===== config.mk =====
export PLATFORM = sky130hd
export DESIGN_NAME = fifo_prefetch_ctrl
export DESIGN_NICKNAME = d
export VERILOG_FILES = /design/src/rtl/fifo_prefetch_ctrl.sv
export SDC_FILE = /design/constraint.sdc
export NUM_CORES = 1
export LEC_CHECK = 0
export BUFFER_PORTS_ARGS = -buffer_cell sky130_fd_sc_hd__buf_2
export CAP_MARGIN = 40
export CORE_AREA = 2 2 109 111
export DETAILED_ROUTE_END_ITERATION = 12
export DIE_AREA = 0 0 111 113
export PLACE_DENSITY = 0.68
export SLEW_MARGIN = 40
export SYNTH_ARGS = -nofsm -noshare
export SYNTH_HDL_FRONTEND = slang
export SYNTH_SLANG_ARGS = --single-unit

===== constraint.sdc =====
create_clock -name clk -period 4.4 [get_ports clk]
set_input_delay 0.22 -clock clk [delete_from_list [all_inputs] [get_ports clk]]
set_output_delay 0.22 -clock clk [all_outputs]
set_load 0.05 [all_outputs]

===== src/rtl/fifo_prefetch_ctrl.sv =====
// fifo_prefetch_ctrl: credit-based burst prefetcher that refills the pixel FIFO from frame memory
module fifo_prefetch_ctrl #(
    parameter int          ADDR_W      = 24,
    parameter int          FIFO_DEPTH  = 256,
    parameter int          BURST       = 16,
    parameter int          FRAME_WORDS = 76800,
    parameter int unsigned BASE_ADDR   = 0
) (
    input  logic                             clk,
    input  logic                             reset,
    input  logic                             enable,
    input  logic                             start_frame,
    input  logic                             fifo_pop,
    output logic                             mem_req,
    output logic [ADDR_W-1:0]                mem_addr,
    output logic [$clog2(BURST):0]           mem_len,
    input  logic                             mem_ack,
    input  logic                             mem_rvalid,
    output logic                             fifo_write,
    output logic                             fifo_flush,
    output logic [$clog2(FIFO_DEPTH+1)-1:0]  level,
    output logic                             frame_done,
    output logic                             underrun
);
    localparam int LW  = $clog2(FIFO_DEPTH+1);
    localparam int NW  = $clog2(BURST)+1;
    localparam int RW0 = $clog2(FRAME_WORDS+1);
    localparam int RW  = RW0 > NW ? RW0 : NW;
    localparam logic [1:0] IDLE  = 2'd0;
    localparam logic [1:0] REQ   = 2'd1;
    localparam logic [1:0] DRAIN = 2'd2;

    logic [1:0]        state_q, state_d;
    logic [ADDR_W-1:0] addr_q, addr_d;
    logic [NW-1:0]     len_q, len_d, next_len;
    logic [RW-1:0]     rem_q, rem_d, next_len_w;
    logic [LW-1:0]     out_q, out_d, level_q, level_d, credits;
    logic              under_q, under_d;
    logic              hs, rv, pop_ok, flush;

    always_comb begin
        hs         = state_q == REQ && mem_ack;
        // a word with nothing in flight is a protocol error and is ignored
        rv         = mem_rvalid && out_q != '0;
        pop_ok     = fifo_pop && level_q != '0;
        flush      = state_q == DRAIN && out_q == '0 && !start_frame;
        fifo_write = rv && state_q != DRAIN && !start_frame;
        fifo_flush = flush;
        credits    = LW'(FIFO_DEPTH) - level_q - out_q;
        next_len_w = rem_q < RW'(BURST) ? rem_q : RW'(BURST);
        next_len   = NW'(next_len_w);
        frame_done = fifo_write && rem_q == '0 && out_q == LW'(1);
        state_d    = state_q;
        addr_d     = addr_q;
        len_d      = len_q;
        rem_d      = rem_q;
        out_d      = out_q + (hs ? LW'(len_q) : '0) - LW'(rv);
        level_d    = level_q + LW'(fifo_write) - LW'(pop_ok);
        under_d    = (under_q || (fifo_pop && level_q == '0)) && !start_frame;
        if (hs) begin
            addr_d  = addr_q + ADDR_W'(len_q);
            rem_d   = rem_q - RW'(len_q);
            state_d = IDLE;
        end
        // only issue when the whole burst is guaranteed to fit
        if (state_q == IDLE && enable && rem_q != '0 && credits >= LW'(next_len)) begin
            state_d = REQ;
            len_d   = next_len;
        end
        if (flush) begin
            state_d = IDLE;
            level_d = '0;
            rem_d   = RW'(FRAME_WORDS);
            addr_d  = ADDR_W'(BASE_ADDR);
            under_d = 1'b0;
        end
        if (start_frame) state_d = DRAIN;
    end

    always_ff @(posedge clk or posedge reset) begin
        if (reset) begin
            state_q <= IDLE;
            addr_q  <= ADDR_W'(BASE_ADDR);
            len_q   <= '0;
            rem_q   <= RW'(FRAME_WORDS);
            out_q   <= '0;
            level_q <= '0;
            under_q <= 1'b0;
        end else begin
            state_q <= state_d;
            addr_q  <= addr_d;
            len_q   <= len_d;
            rem_q   <= rem_d;
            out_q   <= out_d;
            level_q <= level_d;
            under_q <= under_d;
        end
    end

    assign mem_req  = state_q == REQ;
    assign mem_addr = addr_q;
    assign mem_len  = len_q;
    assign level    = level_q;
    assign underrun = under_q;
endmodule


* After elaboration in Yosys (flattened, before gate mapping)
Index checks and enable logic that the tools add are counted.
** Storage, ports and cells
- Register bits after elaboration :: 67
- Latch bits :: 0
- RAM bits :: 0
- ROM bits :: 0
- Input bits :: 7
- Logic and storage cells :: 58
- Memories kept :: 0
** Cells by class
- Add/subtract/negate cells :: 8
- $mul :: 0
- Divide/modulo/power cells :: 0
- Order comparisons :: 2
- Eq/ne operators :: 4
- Shifts and indexed selects :: 0
- Mux-type cells :: 12
- Bitwise operators :: 0
- Reduce and logical (&&, ||, !) cells :: 25
** Operators with widths (count)
- $mux 24 :: 2
- $mux 17 :: 2
- $add 24x5->24 :: 1
- $logic_not 9->1 :: 2
- $reduce_bool 9->1 :: 2
- $sub 9x1->9 :: 2
- $logic_not 17->1 :: 1
- $lt 17x5->1 const B :: 1
- $reduce_bool 17->1 :: 1
- $sub 17x5->17 :: 1
- $logic_and 1x1->1 :: 14
- $mux 5 :: 2
- $add 9x1->9 :: 1
- $add 9x5->9 :: 1
- $eq 9x1->1 const B :: 1
- $ge 9x5->1 :: 1
- $mux 9 :: 1
- $sub 9x9->9 :: 1
- $sub 9x9->9 const A :: 1
- $mux 2 :: 4
- $reduce_bool 4->1 :: 1
- $eq 2x1->1 const B :: 1
- $eq 2x2->1 const B :: 1
- $logic_not 2->1 :: 1
- other kinds (5) :: 5

* Depth between registers and ports, before layout
Gate-level depths: netlist of run 1.
- Word-level depth :: 7
- Depth in mapped cells :: 16
- Gate-level depth less buffers :: 16

* Worst setup path before layout of run 1
OpenSTA, ideal clock, no wires.
- Kind :: reg2reg
- Start :: reg rem_q[8]
- End :: reg len_q[0] (netlist: mem_len[0])
- Library setup time :: 0.125 ns
- Arrival :: 3.517 ns
- Slack :: 0.758 ns
- Stages on the path, launching flop included :: 13
- Cells stage by stage :: dfrtp_1 or4_4 or4_4 buf_6 nor4_4 and2_1 ha_1 nor2_1 a21oi_1 or3_1 a221oi_4 a31oi_4 mux2_4
** On the way
- Word-level cells in the longest chain between the ends :: 4
- Elaborated cells between the ends (all ways) :: 6
- Classes of those cells :: order compare: 2; mux: 1; reduce/logical: 3
** Ends and longest elaborated chain
- start, declared :: line 36 : logic [RW-1:0] rem_q, rem_d, next_len_w;
- start signal, assigned :: line 85 : rem_q <= RW'(FRAME_WORDS);
- start signal, assigned :: line 93 : rem_q <= rem_d;
- $lt 17x5->1 * :: line 50 : next_len_w = rem_q < RW'(BURST) ? rem_q : RW'(BURST);
- $mux 5 * :: line 50
- via next_len_w[0] :: line 36
- $ge 9x5->1 :: line 66 : if (state_q == IDLE && enable && rem_q != '0 && credits >= LW'(next_len)) begin
- $logic_and 1x1->1 :: line 66
- end signal, assigned :: line 92 : len_q <= len_d;
- end, declared :: line 35 : logic [NW-1:0] len_q, len_d, next_len;
The timed path passes the listed nets; every way through them passes the cells marked *.
A chain may end at the register's enable or synchronous reset.

* Worst setup path after layout of run 1
Same ends and word-level chain as after synthesis.

==> results by group, run 1 <==
STA
  – Slew headroom: 0.455
  – Final period utilization: 0.885
  – Clock Skews: 0.00679 ns
  – Worst Tran Pin Value: 0.811 ns
  – Final hold slack: 0.0305 ns
  – RSZ-0062 raised after global routing: false
  – Fin. Hold Viols: 0
  – Final setup violation count: 0
  – Final Max Slew Viols: 0
  – F_max: about 0.26 GHz
  – Final setup TNS: 0 ns
  – Fin crit period: between 3 and 4 ns

Synthesis
  – Most used DFF post-synth: dfrtp_1
  – Post-Synth XOR/XNOR Area: 0.0543
  – Mean Syn Cell Area: between 9 and 10 µm²
  – Adder-cell area share of the yosys netlist: 0.171
  – Synthesized cell area: 0.00468 mm²
  – Post-synthesis compound-gate area fraction: 0.153
  – Count of different cell masters after synthesis: 58
  – Post-synthesis register bit count: 67
  – Fraction of registers with async set/reset: 1.00
  – Mux share of post-synthesis cell area: 0.0160
  – Post-Syn Nets: 573
  – Largest family of logic cells by synthesized area: simple AND/OR/NAND/NOR gates
  – Area share of and/or/nand/nor cells after synthesis: 0.191
  – Number of enable flip-flop cells after synthesis: 0
  – Seq/Total Area, Yosys: 0.359
  – Cells after synthesis: 505
  – Syn. warnings: 0

Floorplanning
  – Std-Cell Rows: 39
  – DIE AREA: 0.0125 mm²
  – Die X: 111 µm
  – I/O pin cnt: 50
  – DIE HEIGHT: approximately 110 µm
  – Initial Util: 0.415
  – Core Region: 0.0113 mm²

Global route
  – Met1 usage in global routing: 0.230
  – Initial antenna violation count: 0
  – GRT Resource Usage Total: 0.180
  – First-pass GRT wire length: 18.3 mm
  – Largest net degree at the start of global routing: 68
  – GRT overflow: 0
  – GRT met3 Usage: 0.0295
  – GRT busiest layer: met2
  – Met2 Resource Use GR: 0.314
  – Vias in the first global route: approximately 3800

Clock network
  – CTS Buf Count: 9
  – Post-CTS Setup Inserts: 0
  – Clock tree buffer depth: 2
  – Clk pin slew, worst setup/hold paths: 0.06 ns
  – Post_cts resized: 0
  – Root Driver: clkbuf_16
  – CTS sink count: 67
  – Hold_buf cts: 0
  – CTS tree: built
  – Worst-skew pair later-pin latency: 0.33 ns
  – Htree depth: 3

Drt
  – Vias: 3796
  – DR vias/cell: ~5.4
  – 1st-iter DRT viols: 221
  – DR pass1 iterations: 4
  – Final ANT Viol Nets: 0
  – DRC errors left: 0
  – Detailed Route WL: 10.7 mm
  – Per-cell routed wire length: 15.2 µm

Finish
  – # fillers: 1046
  – Share of cells above drive strength 1: 0.153
  – Most common cell after layout, fill and taps aside: dfrtp_1
  – Nets@finish: approximately 620
  – Commonest non-fill, non-tap cells in the layout: dfrtp_1 (63), ha_1 (56), inv_1 (52)
  – Layout area overhead: 15.7%
  – Final Cell Area: 0.00541 mm²
  – Number of antenna diodes: 0

Worst setup path
  – R2R setup slack: around 0.51 ns
  – Worst Path Required: 4.62 ns
  – CP Cell Sequence: or4_4 -> or4_4 -> nor4_4 -> and2_1 -> ha_1 -> nor2_1 -> a21oi_1 -> or3_1 -> a221oi_4 -> a31oi_4 -> mux2_4
  – Critical path capture point type: register
  – Crit Path Category: register to register
  – Crit path max-delay family: simple AND/OR/NAND/NOR gates
  – Crit-path max cell delay: 0.55 ns
  – Crit Path Max Fanout: 8
  – WP data arrival: 4.12 ns
  – Critical path startpoint category: register
  – Most used cell, CP: or4_4
  – WP buf/inv: 0
  – Slowest-stage cell, CP: or4_4

Placement
  – Port buffer count: between 40 and 50
  – Placed wire-length estimate: between 8 and 9 mm
  – GP Congestion: 0.840
  – Post-DP Area: 0.00509 mm²

Min path
  – Hold Crit Class: primary input to asynchronous set/reset pin

Power and ir drop
  – Leakage: 0.00265 µW
  – Power per Cell Area: 733 mW/mm²
  – Worst VDD drop: 0.342 mV

Run
  – Max-Cap Viols: 0

Run status
  – Status: complete, no violations
[layout make-up]
cell class,count,area (µm²),share of cell area
inverter,55,206,0.0381
sequential,67,1680,0.311
clock inverter,6,88.8,0.0164
clock buffer,10,239,0.0441
multi-input combinational,370,2740,0.506
tap,143,179,0.0330
timing repair buffer,53,279,0.0515
[flip-flops by register name, indices dropped and copies added, names as in the netlist]
signal and flops:
underrun 1, state_q 2, mem_len 5, mem_addr 24, rem_q 17, level 9, out_q 9
[power by group]
part | internal (µW) | switching, µW | leakage [µW]
registers | 748 | 112 | 0.000855
logic | 975 | 1340 | 0.00164
clock network | 511 | 278 | 0.000155
[per-layer routing]
| metal | wire (µm) | share of wire |
|---|---|---|
| met2 | 5280 | 0.49 |
| met4 | 177 | 0.017 |
| met3 | 253 | 0.024 |
| met5 | 0 | 0 |
| met1 | 4990 | 0.47 |
[final timing paths]
path	cells after the start	end	start
max	11	mem_len[0]$_DFFE_PP0P_	rem_q[8]$_DFFE_PP0P_
min	3	level[7]$_DFF_PP0_	reset
max reg2reg	11	mem_len[0]$_DFFE_PP0P_	rem_q[8]$_DFFE_PP0P_
min reg2reg	2	underrun$_DFF_PP0_	underrun$_DFF_PP0_
max in group asynchronous	3	rem_q[9]$_DFFE_PP0P_	reset
min in group clk	2	state_q[1]$_DFFE_PP0P_	start_frame
[metrics by stage]
step,setup WS (ns),total power [µW],utilization,std cells
final,0.506,3970,0.480,704
after global routing,0.302,4310,0.480,704
after CTS,0.524,3990,0.480,704
after detailed placement,0.534,3180,0.451,688
after global placement,0.646,3060,0.451,688
after floorplan,0.758,2710,-,505
[cells in the mapped netlist (all sizes together) (3+ instances only)]
cell type	n	area share
inv	55	0.044
nand3	11	0.012
ha	56	0.15
and3	6	0.0080
a31oi	3	0.0072
nor2	42	0.034
nor4	4	0.0099
clkbuf	10	0.0080
nand2b	6	0.0080
o21a	5	0.0080
mux2i	6	0.013
or4	9	0.016
fa	5	0.021
buf	3	0.0040
o21ai	21	0.022
o21bai	4	0.0064
a21boi	3	0.0048
o31ai	8	0.013
a21oi	33	0.035
nand3b	3	0.0048
nand4b	4	0.0075
xnor2	12	0.022
and2	6	0.0080
nor2b	10	0.013
or3	12	0.016
dfstp	4	0.022
o211ai	7	0.011
xor2	17	0.032
dfrtp	63	0.34
a211oi	5	0.0080
nor3	13	0.014
nand2	33	0.026
a21o	4	0.0064
[cell families after synthesis]
group,count (synthesis)
multiplexers,7
adder cells (fa/ha/maj),61
AO/OA/AOI/OAI,106
flip-flops,67
AND/OR/NAND/NOR,167
buffers and inverters,68
XOR/XNOR,29
[worst min-delay path, cell delays in order]
cell   delay, ns
buf_2       0.10
inv_2       0.04
buf_6       0.47
No activity file was read; power rests on OpenSTA's default activity.
==> inputs of run 2 (changes only) <==
--- a/config.mk
+++ b/config.mk
@@ -11,6 +11,7 @@
 export DETAILED_ROUTE_END_ITERATION = 12
 export DIE_AREA = 0 0 111 113
 export PLACE_DENSITY = 0.68
+export REMOVE_ABC_BUFFERS = 1
 export SLEW_MARGIN = 40
 export SYNTH_ARGS = -nofsm -noshare
 export SYNTH_HDL_FRONTEND = slang
==> constraint.sdc (replaced) <==
create_clock -name clk -period 4.4 [get_ports clk]
set_input_delay 0 -clock clk [delete_from_list [all_inputs] [get_ports clk]]
set_output_delay 0 -clock clk [all_outputs]
set_load 0.05 [all_outputs]
==> run 2 against run 1 <==
Effect of this change:
- worst hold slack improved by 0.11 ns
- power fell by 0.37%
- count of clock-buffer cells in the layout rose by 1
- clock power barely moved
- global-route usage rose by 0.17 points
- critical path depth did not move
- register-to-register slack improved by 0.06 ns
- sequential power barely moved
- final area rose by 0.28%
- wire length rose by 2.2%
- fmax rose by 1.6%
- combinational power barely moved
- critical path type unchanged
- largest power group unchanged
==> results by group, run 2 (synthesis results as in run 1) <==
Min path
  – Hold Crit Class: primary input to register
  – HP Start: enable

Global route
  – GRT overflow: 0
  – Vias in the first global route: 3905
  – First-pass GRT wire length: roughly 19 mm
  – Initial antenna violation count: 0
  – GRT Resource Usage Total: 0.182
  – Largest net degree at the start of global routing: 68

Drt
  – Per-cell routed wire length: 15.5 µm
  – DR pass1 iterations: 4
  – DRC errors left: 0
  – DR vias/cell: 5.40
  – Vias: ~3800
  – Final ANT Viol Nets: 0
  – Detailed Route WL: 10.9 mm
  – 1st-iter DRT viols: ~270

Power and ir drop
  – Logic pwr share: 0.583
  – Power share of the clock group: 0.200
  – Sw frac: 0.434
  – Net load switching power: 1720 µW
  – P_int: 2240 µW
  – Worst VDD drop: 0.543 mV
  – Power per Cell Area: 728 mW/mm²
  – Leakage: 0.00265 µW
  – Power share of the sequential group: 0.217

Floorplanning
  – I/O pin cnt: 50
  – DIE AREA: 0.0125 mm²
  – Die X: about 110 µm
  – DIE HEIGHT: 113 µm
  – Initial Util: 0.415
  – Core Region: between 0.01 and 0.015 mm²
  – Std-Cell Rows: 39

Worst setup path
  – Critical path startpoint category: register
  – Reg2Reg Launch Point: rem_q[8]$_DFFE_PP0P_
  – Worst Path Required: ~4.6 ns
  – CP Launch Point: rem_q[8]$_DFFE_PP0P_
  – Crit Path Category: register to register
  – Crit Path Max Fanout: 8
  – WP data arrival: 4.05 ns
  – Critical path capture point type: register

STA
  – Clock Skews: approximately 0.010 ns
  – F_max: 0.261 GHz
  – RSZ-0062 raised after global routing: false
  – Fin. Hold Viols: 0
  – Final Max Slew Viols: 0
  – Slew headroom: 0.464
  – Final setup TNS: 0 ns
  – Worst Tran Pin Value: roughly 0.8 ns
  – Fin crit period: 3.83 ns
  – Final setup violation count: 0
  – Final period utilization: 0.871

Placement
  – GP Congestion: a little over 0.8
  – Port buffer count: 49
  – Placed wire-length estimate: 7.90 mm

Finish
  – Layout area overhead: 16.0%
  – Number of flip-flops in the largest register: 24
  – Most common cell after layout, fill and taps aside: dfrtp_1
  – Share of cells above drive strength 1: 0.149
  – Commonest non-fill, non-tap cells in the layout: dfrtp_1 (63), ha_1 (56), inv_1 (52)
  – Nets@finish: 626
  – # fillers: 1045
  – Final Util: 0.482
  – Number of antenna diodes: 0

Clock network
  – CTS Buf Count: 9
  – Post-CTS Setup Inserts: 0
  – Clock tree buffer depth: 2
  – Htree depth: 3
  – Hold_buf cts: 3
  – Clk pin slew, worst setup/hold paths: 0.06 ns
  – CTS sink count: 67
  – Post_cts resized: 0
  – Root Driver: clkbuf_16
  – Worst-skew pair later-pin latency: 0.34 ns
  – CTS tree: built

Run status
  – Status: complete, no violations

Run
  – Max-Cap Viols: 0
==> run 2: power by group through the flow <==
stage / Sequential, µW / Clock, µW / Combinational (µW)
2_1_floorplan: 1020 / 0 / 1680
3_3_place_gp: 865 / 0 / 2190
3_5_place_dp: 867 / 0 / 2280
4_1_cts: 859 / 804 / 2310
5_1_grt: 877 / 831 / 2560
6_report: 859 / 790 / 2300
==> run 2: path summary, 6_finish.rpt <==
path	slack, ns	depth (start not counted)	end
max in group asynchronous	3.61	4	out_q[7]$_DFF_PP0_
worst max register to register	0.57	11	mem_len[0]$_DFFE_PP0P_
min in group asynchronous	0.37	4	mem_addr[20]$_DFFE_PP0P_
worst min register to register	0.50	2	underrun$_DFF_PP0_
worst min-delay path	0.14	5	mem_len[4]$_DFFE_PP0P_
worst max-delay path	0.57	11	mem_len[0]$_DFFE_PP0P_
==> run 2: cell type report <==
| type | count | area (µm²) | share of cell area |
|---|---|---|---|
| inverters | 55 | 206 | 0.0380 |
| multi-input cells | 370 | 2740 | 0.505 |
| repair buffers | 55 | 302 | 0.0555 |
| clock buffers | 11 | 243 | 0.0447 |
| well taps | 143 | 179 | 0.0330 |
| flip-flops and latches | 67 | 1680 | 0.310 |
| clock inverters | 5 | 77.6 | 0.0143 |
==> run 2: critical path, cell delays in order, from the launching register on <==
cell	delay, ns
dfrtp_1	0.40
or4_4	0.57
or4_4	0.48
nor4_4	0.44
nand2_1	0.14
ha_1	0.31
o21ai_1	0.14
a21oi_1	0.05
or3_1	0.35
a221oi_4	0.31
a31oi_4	0.19
mux2_4	0.33
==> run 2: through the flow <==
stage / cell area [µm²] / cells / hold WS, ns / worst slack [ns] / power, µW
3_3_place_gp: 5070 / 687 / 0.250 / 0.676 / 3060
3_5_place_dp: 5080 / 687 / 0.208 / 0.552 / 3150
5_1_grt: 5430 / 706 / 0.149 / 0.398 / 4270
4_1_cts: 5430 / 706 / 0.136 / 0.551 / 3970
6_report: 5430 / 706 / 0.143 / 0.569 / 3950
2_1_floorplan: 4620 / 492 / 0.108 / 0.831 / 2700
==> run 2: metal layers <==
| layer | up-vias | global-route usage | routed length [µm] |
|---|---|---|---|
| li1 | 1879 | - | - |
| met1 | 1830 | 0.225 | 4910 |
| met2 | 87 | 0.312 | 5370 |
| met3 | 14 | 0.0509 | 504 |
| met4 | 0 | 0.0517 | 158 |
| met5 | - | 0 | 0 |
==> inputs of run 3 (changes only) <==
--- a/config.mk
+++ b/config.mk
@@ -11,7 +11,6 @@
 export DETAILED_ROUTE_END_ITERATION = 12
 export DIE_AREA = 0 0 111 113
 export PLACE_DENSITY = 0.68
-export REMOVE_ABC_BUFFERS = 1
 export SLEW_MARGIN = 40
 export SYNTH_ARGS = -nofsm -noshare
 export SYNTH_HDL_FRONTEND = slang
==> run 3 against run 2 <==
Effect of this change:
- clock skew is 0.0025 ns lower
- sequential share of layout area barely moved
- sequential power about the same
- worst hold slack better by 0.0038 ns
- final cell count rose by 0.28%
- via count increased by 0.87%
- clock power fell by 5.9%
- combinational power about the same
- critical endpoint unchanged
- highest routed layer unchanged
==> results by group, run 3 (synthesis results as in run 1) <==
Run status
  – Status: complete, no violations

STA
  – Worst Tran Pin Value: approximately 0.75 ns
  – Clock Skews: 0.00794 ns
  – Final Max Slew Viols: 0
  – RSZ-0062 raised after global routing: false
  – Final WS setup: 0.478 ns
  – Fin. Hold Viols: 0
  – Fin crit period: 3.92 ns
  – Final setup TNS: 0 ns
  – Final setup violation count: 0
  – Slew headroom: 0.503
  – F_max: 0.255 GHz
  – Final period utilization: 0.891

Worst setup path
  – Critical path capture point type: register
  – Crit Path Max Fanout: 8
  – Critical path startpoint category: register
  – Crit Path Category: register to register
  – WP data arrival: 4.15 ns
  – R2R setup slack: roughly 0.48 ns
  – Worst Path Required: 4.63 ns

Floorplanning
  – DIE HEIGHT: 113 µm
  – Std-Cell Rows: 39
  – Core Region: 0.0113 mm²
  – Initial Util: 0.415
  – Die X: 111 µm
  – DIE AREA: 0.0125 mm²
  – I/O pin cnt: 50

Placement
  – Placed wire-length estimate: roughly 8 mm
  – Port buffer count: between 40 and 50
  – GP Congestion: 0.840
  – Placement Setup Slack: 0.522 ns

Global route
  – Vias in the first global route: 3905
  – Met2 Resource Use GR: 0.305
  – GRT met3 Usage: 0.0364
  – Met1 usage in global routing: 0.226
  – GRT Resource Usage Total: 0.180
  – GRT overflow: 0
  – Initial antenna violation count: 0
  – Largest net degree at the start of global routing: 68
  – GRT busiest layer: met2
  – First-pass GRT wire length: 18.3 mm

Clock network
  – CTS Buf Count: 9
  – Root Driver: clkbuf_16
  – CTS tree: built
  – CTS sink count: 67
  – Clk pin slew, worst setup/hold paths: 0.06 ns
  – Post_cts resized: 0
  – Htree depth: 3
  – Clock tree buffer depth: 2
  – Worst-skew pair later-pin latency: 0.34 ns

Finish
  – Share of cells above drive strength 1: 0.156
  – Layout area overhead: 16.0%
  – Nets@finish: 628
  – Number of flip-flops in the largest register: 24
  – Most common cell after layout, fill and taps aside: dfrtp_1
  – Commonest non-fill, non-tap cells in the layout: dfrtp_1 (63), ha_1 (56), inv_1 (52)
  – Number of antenna diodes: 0

Drt
  – Detailed Route WL: approximately 11 mm
  – DRC errors left: 0
  – Per-cell routed wire length: 15.4 µm
  – Vias: 3843
  – DR vias/cell: 5.43
  – Final ANT Viol Nets: 0
  – 1st-iter DRT viols: 193
  – DR pass1 iterations: 4

Min path
  – Hold Crit Class: primary input to register

Power and ir drop
  – Power per Cell Area: 721 mW/mm²
  – Leakage: 0.00266 µW
  – Worst VDD drop: 0.385 mV

Run
  – Max-Cap Viols: 0
run 3: cell types whose count changed in the layout (fill, tap and decap cells not counted):
cell,previous run,this run
inv_6,0,1
clkinvlp_4,1,2
nor3_2,0,1
clkbuf_1,1,0
buf_4,2,4
nor3_1,13,12
bufinv_16,2,1
run 3: worst max-delay path, stage by stage (launching register included):
cell	delay (ns)
dfrtp_1	0.41
or4_4	0.57
or4_4	0.48
nor4_4	0.44
and2_1	0.23
ha_1	0.24
nor2_1	0.14
a21oi_1	0.09
or3_1	0.35
a221oi_4	0.31
a31oi_4	0.20
mux2_4	0.34
run 3: final timing paths:
kind / from / to / cells after the start
worst max-delay path: rem_q[8]$_DFFE_PP0P_ / mem_len[0]$_DFFE_PP0P_ / 11
worst min register to register: underrun$_DFF_PP0_ / underrun$_DFF_PP0_ / 2
min in group asynchronous: reset / level[5]$_DFF_PP0_ / 4
worst max register to register: rem_q[8]$_DFFE_PP0P_ / mem_len[0]$_DFFE_PP0P_ / 11
worst min-delay path: enable / mem_len[2]$_DFFE_PP0P_ / 5
max in group asynchronous: reset / mem_addr[14]$_DFFE_PP0P_ / 4
run 3: power by group:
part | leakage (µW) | total [µW] | switching [µW] | internal, µW
clock network | 0.000145 | 743 | 289 | 454
logic | 0.00166 | 2320 | 1340 | 973
registers | 0.000855 | 857 | 109 | 748
total | 0.00266 | 3920 | 1740 | 2170
run 3: what timing repair did:
item / in CTS / in global routing
setup buffers: 0 / 0
endpoints found under the hold margin: 65 / 0
setup endpoints to repair: 0 / 0
hold buffers: 3 / 0
run 3: final cells by class:
type | instances | area [µm²]
clock inverter | 6 | 63.8
timing repair buffer | 57 | 317
multi-input combinational | 370 | 2750
fill | 1058 | 5840
clock buffer | 10 | 239
tap | 143 | 179
sequential | 67 | 1680
inverter | 55 | 206
run 3: routing by layer:
| layer | routed length, µm | part of all wire |
|---|---|---|
| met5 | 0 | 0 |
| met4 | 245 | 0.022 |
| met3 | 347 | 0.032 |
| met2 | 5330 | 0.49 |
| met1 | 4990 | 0.46 |
run 3: stage by stage:
stage / utilization / power [µW] / cells / area [µm²] / hold slack, ns
4_1_cts: 0.481 / 3940 / 707 / 5420 / 0.132
5_1_grt: 0.482 / 4250 / 708 / 5430 / 0.166
3_5_place_dp: 0.451 / 3170 / 688 / 5090 / 0.197
3_3_place_gp: 0.451 / 3060 / 688 / 5080 / 0.258
2_1_floorplan: - / 2710 / 505 / 4680 / 0.108
6_report: 0.482 / 3920 / 708 / 5430 / 0.146
